## src/rtl/reorder_buffer_if.sv

```systemverilog
// Handshake bundle between rename/issue/commit and the reorder buffer.
// The ROB_FLUSH_EN flush input is a plain port on reorder_buffer, not part of this bundle.
interface reorder_buffer_if #(
  parameter int AREG_W = 5,
  parameter int PREG_W = 6,
  parameter int IDX_W  = 4
);
  logic              alloc_valid;
  logic              alloc_ready;
  logic [AREG_W-1:0] alloc_rd;
  logic [PREG_W-1:0] alloc_pd;
  logic [PREG_W-1:0] alloc_old_pd;
  logic              alloc_regwrite;
  logic              alloc_store;
  logic [IDX_W-1:0]  alloc_idx;

  logic              cmpl_valid;
  logic [IDX_W-1:0]  cmpl_idx;
  logic [31:0]       cmpl_result;

  logic              retire_valid;
  logic              retire_ready;
  logic [AREG_W-1:0] retire_rd;
  logic [PREG_W-1:0] retire_pd;
  logic [PREG_W-1:0] retire_old_pd;
  logic [31:0]       retire_result;
  logic              retire_regwrite;
  logic              retire_store;
  logic              empty;

  modport master (
    output alloc_valid, alloc_rd, alloc_pd, alloc_old_pd, alloc_regwrite, alloc_store,
    output cmpl_valid, cmpl_idx, cmpl_result,
    output retire_ready,
    input  alloc_ready, alloc_idx,
    input  retire_valid, retire_rd, retire_pd, retire_old_pd, retire_result,
    input  retire_regwrite, retire_store, empty
  );

  modport slave (
    input  alloc_valid, alloc_rd, alloc_pd, alloc_old_pd, alloc_regwrite, alloc_store,
    input  cmpl_valid, cmpl_idx, cmpl_result,
    input  retire_ready,
    output alloc_ready, alloc_idx,
    output retire_valid, retire_rd, retire_pd, retire_old_pd, retire_result,
    output retire_regwrite, retire_store, empty
  );
endinterface

```

## src/rtl/reorder_buffer.sv

```systemverilog
// In-order reorder buffer: allocates at tail, records out-of-order completions, retires from head.
// Optional ROB_FLUSH_EN adds a flush input that empties the buffer at the next clock edge.
module reorder_buffer #(
  parameter int DEPTH  = 16,
  parameter int AREG_W = 5,
  parameter int PREG_W = 6,
  parameter int IDX_W  = $clog2(DEPTH)
) (
  input logic clk,
  input logic rstn,
`ifdef ROB_FLUSH_EN
  input logic flush,
`endif
  reorder_buffer_if.slave bus
);

  localparam logic [IDX_W:0]   FullCount = (IDX_W+1)'(DEPTH);
  localparam logic [IDX_W:0]   CountOne  = (IDX_W+1)'(1);
  localparam logic [IDX_W-1:0] IdxOne    = IDX_W'(1);

  logic [DEPTH-1:0]  validQ;
  logic [DEPTH-1:0]  doneQ;
  logic [DEPTH-1:0]  regwriteQ;
  logic [DEPTH-1:0]  storeQ;
  logic [AREG_W-1:0] rdQ     [DEPTH];
  logic [PREG_W-1:0] pdQ     [DEPTH];
  logic [PREG_W-1:0] oldPdQ  [DEPTH];
  logic [31:0]       resultQ [DEPTH];

  logic [IDX_W-1:0]  headQ;
  logic [IDX_W-1:0]  tailQ;
  logic [IDX_W:0]    countQ;

  logic isEmpty;
  logic allocReady;
  logic allocFire;
  logic retireValid;
  logic retireFire;
  logic cmplHit;

  assign isEmpty     = (countQ == '0);
  assign allocReady  = (countQ != FullCount);
  assign allocFire   = bus.alloc_valid && allocReady;
  assign retireValid = !isEmpty && doneQ[headQ];
  assign retireFire  = retireValid && bus.retire_ready;
  assign cmplHit     = bus.cmpl_valid && validQ[bus.cmpl_idx];

  // Retire clears after completion so a same-cycle completion cannot resurrect a retiring entry.
  always_ff @(posedge clk or negedge rstn) begin
    if (!rstn) begin
      validQ <= '0;
      doneQ  <= '0;
      headQ  <= '0;
      tailQ  <= '0;
      countQ <= '0;
    end
`ifdef ROB_FLUSH_EN
    else if (flush) begin
      validQ <= '0;
      doneQ  <= '0;
      headQ  <= '0;
      tailQ  <= '0;
      countQ <= '0;
    end
`endif
    else begin
      if (cmplHit) begin
        doneQ[bus.cmpl_idx] <= 1'b1;
      end
      if (allocFire) begin
        validQ[tailQ] <= 1'b1;
        doneQ[tailQ]  <= 1'b0;
        tailQ         <= tailQ + IdxOne;
      end
      if (retireFire) begin
        validQ[headQ] <= 1'b0;
        doneQ[headQ]  <= 1'b0;
        headQ         <= headQ + IdxOne;
      end
      case ({allocFire, retireFire})
        2'b10:   countQ <= countQ + CountOne;
        2'b01:   countQ <= countQ - CountOne;
        default: countQ <= countQ;
      endcase
    end
  end

  // Payload storage needs no reset: valid/done gate every use of it.
  always_ff @(posedge clk) begin
    if (allocFire) begin
      rdQ[tailQ]       <= bus.alloc_rd;
      pdQ[tailQ]       <= bus.alloc_pd;
      oldPdQ[tailQ]    <= bus.alloc_old_pd;
      regwriteQ[tailQ] <= bus.alloc_regwrite;
      storeQ[tailQ]    <= bus.alloc_store;
    end
    if (cmplHit) begin
      resultQ[bus.cmpl_idx] <= bus.cmpl_result;
    end
  end

  assign bus.alloc_ready = allocReady;
  assign bus.alloc_idx   = tailQ;
  assign bus.empty       = isEmpty;
  assign bus.retire_valid = retireValid;

  // Head fields are forced to zero unless the head is actually committing.
  assign bus.retire_rd       = retireValid ? rdQ[headQ]       : '0;
  assign bus.retire_pd       = retireValid ? pdQ[headQ]       : '0;
  assign bus.retire_old_pd   = retireValid ? oldPdQ[headQ]    : '0;
  assign bus.retire_result   = retireValid ? resultQ[headQ]   : '0;
  assign bus.retire_regwrite = retireValid ? regwriteQ[headQ] : 1'b0;
  assign bus.retire_store    = retireValid ? storeQ[headQ]    : 1'b0;

endmodule

```

## src/flat_wrapper.sv

```systemverilog
// flat-port wrapper written by rule: the top's interface ports become plain ports
module reorder_buffer_flat 
#(
  parameter int DEPTH  = 16,
  parameter int AREG_W = 5,
  parameter int PREG_W = 6,
  parameter int IDX_W  = $clog2(DEPTH)
)
  (clk, rstn, bus_alloc_valid, bus_alloc_rd, bus_alloc_pd, bus_alloc_old_pd, bus_alloc_regwrite, bus_alloc_store, bus_cmpl_valid, bus_cmpl_idx, bus_cmpl_result, bus_retire_ready, bus_alloc_ready, bus_alloc_idx, bus_retire_valid, bus_retire_rd, bus_retire_pd, bus_retire_old_pd, bus_retire_result, bus_retire_regwrite, bus_retire_store, bus_empty);
  reorder_buffer_if #(.AREG_W(AREG_W), .PREG_W(PREG_W), .IDX_W(IDX_W)) bus_i ();
  input logic clk;
  input logic rstn;
  input wire logic [$bits(bus_i.alloc_valid)-1:0] bus_alloc_valid;
  input wire logic [$bits(bus_i.alloc_rd)-1:0] bus_alloc_rd;
  input wire logic [$bits(bus_i.alloc_pd)-1:0] bus_alloc_pd;
  input wire logic [$bits(bus_i.alloc_old_pd)-1:0] bus_alloc_old_pd;
  input wire logic [$bits(bus_i.alloc_regwrite)-1:0] bus_alloc_regwrite;
  input wire logic [$bits(bus_i.alloc_store)-1:0] bus_alloc_store;
  input wire logic [$bits(bus_i.cmpl_valid)-1:0] bus_cmpl_valid;
  input wire logic [$bits(bus_i.cmpl_idx)-1:0] bus_cmpl_idx;
  input wire logic [$bits(bus_i.cmpl_result)-1:0] bus_cmpl_result;
  input wire logic [$bits(bus_i.retire_ready)-1:0] bus_retire_ready;
  output wire logic [$bits(bus_i.alloc_ready)-1:0] bus_alloc_ready;
  output wire logic [$bits(bus_i.alloc_idx)-1:0] bus_alloc_idx;
  output wire logic [$bits(bus_i.retire_valid)-1:0] bus_retire_valid;
  output wire logic [$bits(bus_i.retire_rd)-1:0] bus_retire_rd;
  output wire logic [$bits(bus_i.retire_pd)-1:0] bus_retire_pd;
  output wire logic [$bits(bus_i.retire_old_pd)-1:0] bus_retire_old_pd;
  output wire logic [$bits(bus_i.retire_result)-1:0] bus_retire_result;
  output wire logic [$bits(bus_i.retire_regwrite)-1:0] bus_retire_regwrite;
  output wire logic [$bits(bus_i.retire_store)-1:0] bus_retire_store;
  output wire logic [$bits(bus_i.empty)-1:0] bus_empty;
  assign bus_i.alloc_valid = bus_alloc_valid;
  assign bus_i.alloc_rd = bus_alloc_rd;
  assign bus_i.alloc_pd = bus_alloc_pd;
  assign bus_i.alloc_old_pd = bus_alloc_old_pd;
  assign bus_i.alloc_regwrite = bus_alloc_regwrite;
  assign bus_i.alloc_store = bus_alloc_store;
  assign bus_i.cmpl_valid = bus_cmpl_valid;
  assign bus_i.cmpl_idx = bus_cmpl_idx;
  assign bus_i.cmpl_result = bus_cmpl_result;
  assign bus_i.retire_ready = bus_retire_ready;
  assign bus_alloc_ready = bus_i.alloc_ready;
  assign bus_alloc_idx = bus_i.alloc_idx;
  assign bus_retire_valid = bus_i.retire_valid;
  assign bus_retire_rd = bus_i.retire_rd;
  assign bus_retire_pd = bus_i.retire_pd;
  assign bus_retire_old_pd = bus_i.retire_old_pd;
  assign bus_retire_result = bus_i.retire_result;
  assign bus_retire_regwrite = bus_i.retire_regwrite;
  assign bus_retire_store = bus_i.retire_store;
  assign bus_empty = bus_i.empty;
  reorder_buffer #(.DEPTH(DEPTH), .AREG_W(AREG_W), .PREG_W(PREG_W), .IDX_W(IDX_W)) u_core (.clk(clk), .rstn(rstn), .bus(bus_i));
endmodule
```

## config.mk

```make
export PLATFORM = sky130hd
export DESIGN_NAME = reorder_buffer_flat
export DESIGN_NICKNAME = d
export VERILOG_FILES = /design/src/rtl/reorder_buffer_if.sv /design/src/rtl/reorder_buffer.sv /design/src/flat_wrapper.sv
export SDC_FILE = /design/constraint.sdc
export NUM_CORES = 1
export LEC_CHECK = 0
export ABC_AREA = 1
export CELL_PAD_IN_SITES_DETAIL_PLACEMENT = 0
export CELL_PAD_IN_SITES_GLOBAL_PLACEMENT = 1
export CORE_AREA = 2 2 279 281
export CTS_CLUSTER_DIAMETER = 30
export DETAILED_ROUTE_END_ITERATION = 8
export DIE_AREA = 0 0 281 283
export GPL_TIMING_DRIVEN = 0
export PLACE_DENSITY_LB_ADDON = 0.12
export SYNTH_ARGS = -nofsm -noshare
export SYNTH_HDL_FRONTEND = slang
export SYNTH_SLANG_ARGS = --single-unit
```

## constraint.sdc

```tcl
create_clock -name clk -period 3.65 [get_ports clk]
set_clock_uncertainty 0.15 [all_clocks]
set_input_delay 0.365 -clock clk [delete_from_list [all_inputs] [get_ports clk]]
set_output_delay 0.365 -clock clk [all_outputs]
set_load 0.03 [all_outputs]
```

Yosys cells after proc, flatten, opt, wreduce, memory -nomap -nowiden
Memories as Yosys holds them, arrays and structs flattened. Index checks and enable logic that the tools add are counted.

Add/subtract/negate cells: 4. $mul: 0. Divide/modulo/power cells: 0. $lt $le $gt $ge: 6. Equal/unequal tests: 3. Shift operators: 0. Mux-type cells: 32. Bitwise logic cells: 7. Reductions and logical operators: 10.

Operators by type and width (count): 16-bit 2-to-1 mux (5); 16-bit AND (3); 16-bit bitwise mux (2); 32-bit 2-to-1 mux (1); 16-bit inverter (2); 16-bit OR (2); 1-bit binary-select mux with 4-bit select (4); 4-bit by 5-bit less-than comparator with 1-bit output (second input constant) (3); 1-bit 2-to-1 mux (13); 1-bit demux with 4-bit select (3); 4-bit by 1-bit greater-or-equal comparator with 1-bit output (second input constant) (3); 6-bit 2-to-1 mux (2); 5-bit one-hot mux with 2 select lines (1); 4-bit by 1-bit adder with 4-bit output (second input constant) (2); 1-bit logical AND (7); 5-bit by 1-bit adder with 5-bit output (second input constant) (1); 5-bit zero test (1); 5-bit 2-to-1 mux (1); 5-bit inequality test (second input constant) (1); 5-bit by 1-bit subtractor with 5-bit output (second input constant) (1); 2-bit by 1-bit == test with 1-bit output (second input constant) (1); 2-bit == test (second input constant) (1); 2-bit nonzero test (1); 1-bit zero test (1).

Register bits: 77. Latch bits: 0. RAM bits: 784. Memory bits (read-only): 0. Input port bits: 60. Output and inout bits: 58. Word-level logic and storage cells: 73. Memories kept: 4.

Memories: u_core.resultQ (depth 16, width 32, rd ports 1, clocked after Yosys merged registers in 0, write ports 1, RTL line reorder_buffer.sv:28) `logic [31:0] resultQ [DEPTH];`; u_core.oldPdQ (depth 16, width 6, rd ports 1, clocked after Yosys merged registers in 0, write ports 1, RTL line reorder_buffer.sv:27) `logic [PREG_W-1:0] oldPdQ [DEPTH];`; u_core.pdQ (depth 16, width 6, rd ports 1, clocked after Yosys merged registers in 0, write ports 1, RTL line reorder_buffer.sv:26) `logic [PREG_W-1:0] pdQ [DEPTH];`; u_core.rdQ (depth 16, width 5, rd ports 1, clocked after Yosys merged registers in 0, write ports 1, RTL line reorder_buffer.sv:25) `logic [AREG_W-1:0] rdQ [DEPTH];`.

Depth between registers and ports, before layout
Gate-level depths: netlist of run 1.

Word-level depth: 10. Depth in mapped cells: 22. Depth with buffers taken out: 21.

Worst setup path before layout of run 1
No wires, ideal clock.

Path type: input-to-reg. From: input bus_cmpl_idx[0]. To: memory u_core.resultQ[7][0] (enable). Library setup time: 0.461 ns. Arrival: 3.224 ns. Required time: 3.039 ns. Setup slack: -0.185 ns. Stages on the path: 9. Buffers on the path: 1. Path through: buf_2 > nand2_1 > nand2_1 > nand2_1 > nand2_1 > nand2_1 > nand2_1 > o21ai_1 > nor3_1.

Word-level cells in the longest chain between the ends: 5.

Ends and longest elaborated chain: from (decl) (RTL line flat_wrapper.sv:20) `input wire logic [$bits(bus_i.cmpl_idx)-1:0] bus_cmpl_idx;`; 1-bit binary-select mux with 4-bit select (RTL line reorder_buffer.sv:46) `assign cmplHit = bus.cmpl_valid && validQ[bus.cmpl_idx];`; 1-bit 2-to-1 mux (not written as such) (RTL line reorder_buffer.sv:46); 1-bit logical AND (RTL line reorder_buffer.sv:46); 1-bit 2-to-1 mux (RTL line reorder_buffer.sv:97) `if (cmplHit) begin`; 1-bit 2-to-1 mux (not written as such) (RTL line reorder_buffer.sv:98) `resultQ[bus.cmpl_idx] <= bus.cmpl_result;`; to (decl) (RTL line reorder_buffer.sv:28).

Parallel ways exist; a longest one is shown, timed or not. The select of a mux whose other input is x is not followed.

Final worst setup path of run 1
From: register u_core.headQ[1]. To: output bus_retire_rd[1].

Word-level cells in the longest chain between the ends: 4. Elaborated cells between the ends (all ways): 5. Those cells by class: mux: 3; reduce/logical: 1; memory: 1.

Ends and longest elaborated chain: from (decl) (RTL line reorder_buffer.sv:30) `logic [IDX_W-1:0] headQ;`; from (signal assigned) (RTL line reorder_buffer.sv:78) `headQ <= headQ + IdxOne;`; 1-bit binary-select mux with 4-bit select (RTL line reorder_buffer.sv:44) `assign retireValid = !isEmpty && doneQ[headQ];`; 1-bit 2-to-1 mux (not written as such) (RTL line reorder_buffer.sv:44); 1-bit logical AND (RTL line reorder_buffer.sv:44); 5-bit 2-to-1 mux (*) (RTL line reorder_buffer.sv:108) `assign bus.retire_rd = retireValid ? rdQ[headQ] : '0;`; to (decl) (RTL line flat_wrapper.sv:26) `output wire logic [$bits(bus_i.retire_rd)-1:0] bus_retire_rd;`.

Mark *: on every way between the ends. The rest lies on a longest branch, timed or not. The select of a mux whose other input is x is not followed.

==> key figures, run 1 <==
STA
  • Setup-failing EPs final: 0
  • Fin. Hold Viols: 0
  • Achievable Freq: 0.277 GHz
  • Unrepaired setup endpoints after global routing: yes
  • Worst-Margin Slew: roughly 1.4 ns
  • Crit path time final: approximately 3.6 ns
  • Worst slew margin: 5.22%
  • Period Utilization, post-route: 99.0%
  • Fin. max-slew vios: 0

Floorplan
  • Die Y: about 280 um
  • Die width: ~280 um
  • Rows: ~100
  • Die area: between 0.07 and 0.08 mm^2
  • I/O pin count: about 120
  • Initial Utilization: between 40% and 50%
  • Core ar.: roughly 0.077 mm^2

Logic synthesis
  • Synth Instances: 2739
  • Most frequent cell after synthesis: nand2_1
  • Seq/Total Area, Yosys: around three quarters
  • Post-Syn Area per Cell: between 10 and 15 um^2
  • Ys async rst share: 5.23%
  • Yosys top cell area share: between 70 and 80%
  • Top_reg_cell synth: edfxtp_1
  • EDFF count, synth: 816
  • Synth Cell Area: around 0.035 mm^2
  • Post-synth top area cell: edfxtp_1
  • Ys Warns: 0
  • Netlist cell types: 33
  • Commonest cells post-synth: nand2_1, edfxtp_1, a21oi_1, a32o_1, nor2_1
  • Syn Nets: around 2800
  • Synth Register Bits: about 860
  • Area contributors post-synth: edfxtp_1, nand2_1, a32o_1, a21oi_1, dfrtp_1

Drt
  • Routed wl met2: 55000 um
  • DRT iter0 DRCs: between 2000 and 2500
  • Via Count: roughly 24000
  • DRC: 0
  • Highest metal used: met5
  • Vias/cell: ~5.7
  • Drt pass-1 iters: 5
  • Final ANT Viol Nets: 0
  • Wl on met1: between 40000 and 50000 um
  • WL/cell: approximately 27 um
  • Wire length on met3: just over 8000 um
  • Final WL: between 100000 and 150000 um

Hold path
  • Min-Delay Path Class: in2reg
  • Hold path depth: 6
  • Min-Delay Endpoint: u_core.doneQ[8]
  • Worst hold path startpoint: bus_cmpl_idx[1]

Cells and area
  • N_diodes: 0
  • Area Overhead vs Synth: 26.8%
  • Fin util: slightly below 60%
  • Fraction of layout instances using a drive strength above 1: 17.6%
  • # nets final: around 3100
  • Post-route cell area: between 0.04 and 0.05 mm^2

Setup path
  • Crit Path Max Fanout: 10
  • Data required, critical path: approximately 3.1 ns
  • Worst setup SP type: register
  • Reg-to-reg endpoint: u_core.countQ[4]
  • Critical Path Stages: 9
  • Crit-path cells: clkbuf_4 > inv_4 > buf_4 > buf_4 > a21oi_1 > a32oi_1 > o22ai_1 > nor3_1 > clkdlybuf4s15_2
  • CP bufs+invs: 5
  • Top delay family on crit path: buffers and inverters
  • Critical Path AT: ~3.1 ns
  • Reg2Reg Launch Point: u_core.headQ[0]
  • Most frequent CP cell: buf_4
  • Critical path class: reg2out
  • FF-to-FF setup slack: between 0.5 and 0.6 ns
  • Slowest Stage Delay on Critical Path: 0.41 ns
  • CP Capture Type: primary output
  • Slowest-stage cell, CP: dfrtp_1
  • FF-to-FF path depth: 22

CTS
  • CTS tree: built
  • Clock sinks: ~860
  • Clock slew at reported path FFs: roughly 0.04 ns
  • Root Driver: clkbuf_16
  • Num CTS Buffers: approximately 170
  • Postcts setup bufs: 0
  • Worst skew pair latency: approximately 0.74 ns
  • H-tree depth: 4
  • CTS max path bufs: 3

Global routing
  • Number of global-route vias before repair: ~24000
  • Initial antenna violation count: 3
  • Largest net degree at the start of global routing: 38
  • Gr ovfl total: 0
  • Global-route wire length before repair: between 150000 and 200000 um
  • GRT Overall Usage: 28.4%

Placement
  • Routability cong.: 0.834
  • Dpl hpwl: roughly 71000 um
  • Port Buffer Count: 116
  • Placed instance area: 0.0379 mm^2

Power and ir drop
  • Maximum VDD drop: about 0.64 mV
  • Total power: 41.7 mW
  • Pwr/cell area: roughly 940 mW/mm^2
  • Static leakage: between 15 and 20 nW

Run status
  • Outcome: finished clean

Flow run
  • Max_cap viols: 0
[cell type report]
| cell class | count | area [um^2] |
|---|---|---|
| clock buffer | 187 | 4350 |
| buffer | 171 | 1310 |
| timing repair buffer | 145 | 1580 |
| fill | 6226 | 32400 |
| multi-input combinational | 1624 | 8310 |
| tap | 1040 | 1300 |
| sequential | 861 | 25600 |
| inverter | 83 | 317 |
| clock inverter | 130 | 1540 |
[where the power goes]
part | internal, mW | switching [mW] | total (mW)
clock | 10.5 | 5.28 | 15.8
combinational | 4.55 | 9.55 | 14.1
sequential | 11.5 | 0.252 | 11.8
[worst max-delay path by stage]
stage                    start                endpoint  slack, ns
2_1_floorplan  bus_cmpl_idx[0]    u_core.resultQ[7][0]      -0.19
3_3_place_gp   bus_cmpl_idx[0]  u_core.resultQ[11][29]      -4.47
3_5_place_dp   u_core.headQ[2]        bus_retire_rd[3]      -0.35
4_1_cts        u_core.headQ[1]        bus_retire_rd[2]      -0.02
5_1_grt        u_core.headQ[3]        bus_retire_rd[1]     -0.002
6_report       u_core.headQ[1]        bus_retire_rd[1]       0.04
[repair_timing]
item | CTS | global route
resized for setup | 289 | 77
gates cloned | 0 | 0
endpoints found under the setup margin | 52 | 52
hold buffers | 3 | 0
hold endpoints to repair | 45 | 0
pin swaps | 3 | 2
[placed cells by master, fill, tap and decap left out, types with 32 or more instances in the layout]
cell / instances
a21oi_1: 230
a32o_1: 178
buf_2: 32
buf_4: 65
clkbuf_16: 171
clkdlybuf4s15_2: 32
clkdlybuf4s50_1: 63
clkinv_2: 33
dfrtp_1: 44
edfxtp_1: 816
inv_1: 66
nand2_1: 900
nand4_1: 63
nor2_1: 104
[registers in the layout (all words and copies together), names as in the netlist]
| register | cells |
|---|---|
| u_core.resultQ | 512 |
| u_core.oldPdQ | 96 |
| u_core.pdQ | 96 |
| u_core.rdQ | 80 |
| u_core.doneQ | 16 |
| u_core.regwriteQ | 16 |
| u_core.storeQ | 16 |
| u_core.validQ | 16 |
| u_core.countQ | 5 |
| u_core.bus.alloc_idx | 4 |
| u_core.headQ | 4 |
[cell families (layout without fill, tap and decap cells)]
logic type	Yosys count	after routing	share of synthesized area [%]
fa+ha+maj	12	12	0.430
buf+inv	254	716	3.30
xor+xnor	9	9	0.226
flops	861	861	73.3
compound gates	473	473	9.73
simple gates	1130	1130	13.0
[per-layer routing]
layer / track usage (%) / vias up
li1: - / 10700
met2: 47.1 / 1112
met4: 9.41 / 6
met5: 0 / -
met1: 38.2 / 12300
met3: 4.68 / 191
[metrics by stage]
step | instances | setup slack (ns) | TNS (ns) | hold slack, ns
finish | 4241 | 0.0356 | 0 | 0.146
global route | 4241 | -0.00157 | -0.00157 | 0.215
CTS | 4241 | -0.0241 | -0.0633 | 0.102
detailed placement | 3921 | -0.351 | -9.98 | 0.0945
global placement | 3895 | -4.47 | -1260.52 | 0.325
floorplan | 2739 | -0.185 | -17.77 | -0.0806
[worst reg2reg max path: cells and delay by family (launching register included)]
family / cells / cell delay, ns
simple gates: 13 / 1.15
compound gates: 1 / 0.15
buf+inv: 4 / 0.37
flops: 1 / 0.45
xor+xnor: 2 / 0.28
fa+ha+maj: 2 / 0.52
Power figures use the tool's default switching activity.
==> run 2: changes to the inputs <==
--- a/config.mk
+++ b/config.mk
@@ -14,6 +14,7 @@
 export DIE_AREA = 0 0 281 283
 export GPL_TIMING_DRIVEN = 0
 export PLACE_DENSITY_LB_ADDON = 0.12
+export SETUP_SLACK_MARGIN = 0.15
 export SYNTH_ARGS = -nofsm -noshare
 export SYNTH_HDL_FRONTEND = slang
 export SYNTH_SLANG_ARGS = --single-unit
==> run 2 against run 1 <==
  * Highest routed layer unchanged
  * Core utilization increased by 0.20 points
  * Critical path depth decreased by 2
  * Clock power about the same
  * Hold slack got worse by 0.0033 ns
  * Sequential power about the same
  * Non-clock buffer count increased by 6
  * Worst setup slack improved by 0.14 ns
  * Largest cell class unchanged
  * Sequential share of layout area decreased by 0.20 points
  * Combinational power about the same
  * Maximum frequency increased by 3.9%
  * First-iteration DRC count decreased by 0.47%
==> key figures, run 2 (synthesis results as in run 1) <==
Floorplan
  • Die Y: 283 um (unchanged)
  • Die width: 281 um (unchanged)
  • I/O pin count: 118 (unchanged)
  • Rows: 102 (unchanged)
  • Die area: 0.0795 mm^2 (unchanged)
  • Core ar.: 0.0767 mm^2 (unchanged)
  • Initial Utilization: 45.6% (unchanged)

Cells and area
  • Multi-input logic area: 0.00832 mm^2 (was 0.00831 mm^2)
  • # nets final: 3133 (was 3127)
  • Non-filler cells, final: 4247 (was 4241)
  • N_diodes: 0 (unchanged)
  • Biggest regs: u_core.resultQ: 512 flops, u_core.oldPdQ: 96 flops, u_core.pdQ: 96 flops (unchanged)
  • Reg area: 0.0256 mm^2 (unchanged)
  • Max reg flops: 512 (unchanged)
  • Fin util: 58.0% (was 57.8%)
  • Most frequent cells in the layout: nand2_1, edfxtp_1, a21oi_1 (unchanged)
  • Commonest non-fill, non-tap cell in the layout: nand2_1 (unchanged)
  • Fraction of layout instances using a drive strength above 1: 18.2% (was 17.6%)
  • FILL cells: 6212 (was 6226)
  • Area Overhead vs Synth: 27.3% (was 26.8%)
  • Most flops, register: u_core.resultQ (unchanged)

STA
  • Fin. Hold Viols: 0 (unchanged)
  • Crit path setup slack, layout: 0.172 ns (was 0.0356 ns)
  • Unrepaired setup endpoints after global routing: yes (unchanged)
  • Setup-failing EPs final: 0 (unchanged)
  • Period Utilization, post-route: 95.3% (was 99.0%)
  • Crit path time final: 3.48 ns (was 3.61 ns)
  • Achievable Freq: 0.288 GHz (was 0.277 GHz)
  • Worst slew margin: 5.35% (was 5.22%)
  • Fin. max-slew vios: 0 (unchanged)
  • Hold Slack: 0.142 ns (was 0.146 ns)
  • Worst-Margin Slew: 1.42 ns (about the same)

Placement
  • Pre-CTS setup slack: -0.351 ns (unchanged)
  • Routability cong.: 0.834 (unchanged)
  • DP Cell Count: 3921 (unchanged)
  • Dpl hpwl: 71100 um (unchanged)
  • Port Buffer Count: 116 (unchanged)

Flow run
  • Max_cap viols: 0 (unchanged)

CTS
  • Num CTS Buffers: 169 (unchanged)
  • Worst skew pair latency: 0.74 ns (about the same)
  • H-tree depth: 4 (unchanged)
  • CTS tree: built (unchanged)
  • CTS max path bufs: 3 (unchanged)
  • Root Driver: clkbuf_16 (unchanged)
  • Clock slew at reported path FFs: 0.04 ns (about the same)
  • Clock sinks: 861 (unchanged)

Run status
  • Outcome: finished clean (unchanged)

Drt
  • Vias/cell: 5.73 (about the same)
  • Via Count: 24400 (was 24300)
  • DRC: 0 (unchanged)
  • Drt pass-1 iters: 6 (was 5)
  • WL/cell: 26.6 um (about the same)
  • DRT iter0 DRCs: 2352 (was 2363)
  • Final ANT Viol Nets: 0 (unchanged)
  • Final WL: 113000 um (about the same)

Setup path
  • CP Capture Type: primary output (unchanged)
  • Crit path launch: u_core.headQ[2] (was u_core.headQ[1])
  • Worst setup SP type: register (unchanged)
  • Critical path class: reg2out (unchanged)
  • Reg2Reg Launch Point: u_core.headQ[1] (was u_core.headQ[0])
  • Data required, critical path: 3.13 ns (about the same)
  • Critical Path AT: 2.96 ns (was 3.10 ns)
  • Crit Path Max Fanout: 10 (unchanged)

Power and ir drop
  • Static leakage: 16.2 nW (about the same)
  • Pwr/cell area: 944 mW/mm^2 (was 940 mW/mm^2)
  • Total power: 42.0 mW (was 41.7 mW)
  • Maximum VDD drop: 0.611 mV (was 0.639 mV)

Global routing
  • Initial antenna violation count: 3 (unchanged)
  • GRT Overall Usage: 28.4% (about the same)
  • Global-route wire length before repair: 163000 um (about the same)
  • Gr ovfl total: 0 (unchanged)
  • Number of global-route vias before repair: 24500 (was 24400)
  • Largest net degree at the start of global routing: 38 (unchanged)

Hold path
  • Worst hold path startpoint: bus_cmpl_idx[1] (unchanged)
  • Min-Delay Path Class: in2reg (unchanged)
run 2: cell types whose count changed in the layout (fill, tap and decap cells not counted), sizes merged:
cell           change
clkdlybuf4s15     -16
dlymetal6s2s       -1
buf               +36
clkinvlp           +2
dlygate4sd2        -4
clkdlybuf4s18      +3
clkbuf            -12
inv                -1
clkinv             -1
run 2: routing by layer:
layer	global-route usage, %	vias to the layer above	share of wire, %
met5	0	-	0.031
met4	9.67	6	2.7
met3	4.67	208	6.9
met2	47.1	1080	49
met1	38.2	12300	42
li1	-	10700	-
run 2: area by class of cell:
cell class | count | share of cell area (%)
repair buffers | 151 | 3.52
multi-input cells | 1624 | 18.7
flip-flops and latches | 861 | 57.6
inverters | 83 | 0.734
clock buffers | 187 | 9.78
clock inverters | 130 | 3.45
well taps | 1040 | 2.92
plain buffers | 171 | 3.27
run 2: path summary, 6_finish.rpt:
| path | endpoint | cells past startpoint | slack (ns) |
|---|---|---|---|
| worst max-delay path | bus_retire_pd[0] | 7 | 0.17 |
| worst min-delay path | u_core.doneQ[8] | 6 | 0.14 |
| worst max register to register | u_core.countQ[4] | 21 | 0.51 |
| worst min register to register | u_core.validQ[6] | 1 | 0.33 |
| max in group asynchronous | u_core.bus.alloc_idx[2] | 4 | 2.00 |
| min in group asynchronous | u_core.countQ[0] | 4 | 0.54 |
run 2: power by group:
part / switching [mW] / internal, mW
Clock: 5.28 / 10.5
Combinational: 9.67 / 4.75
Sequential: 0.252 / 11.5
run 2: stage by stage:
stage,TNS (ns),area [um^2]
floorplan,-17.77,35000
global placement,-1260.52,37400
detailed placement,-9.98,37900
CTS,0,44400
global route,0,44500
finish,0,44500
run 2: critical path: stages (launching register included):
cell and delay [ns]:
dfrtp_1 0.45, nor2_2 0.38, clkbuf_4 0.40, buf_2 0.36, nand2_1 0.13, nand4_1 0.18, nor2_4 0.04, clkdlybuf4s18_2 0.28
run 2: repair_timing:
item                                    4_1_cts  5_1_grt
hold buffers                                  3        0
cloned                                        0        1
endpoints found under the hold margin        45        0
pin swaps                                     4        7
endpoints found under the setup margin       52       51
gates resized for setup                     394       87
setup buffers                                 0        5
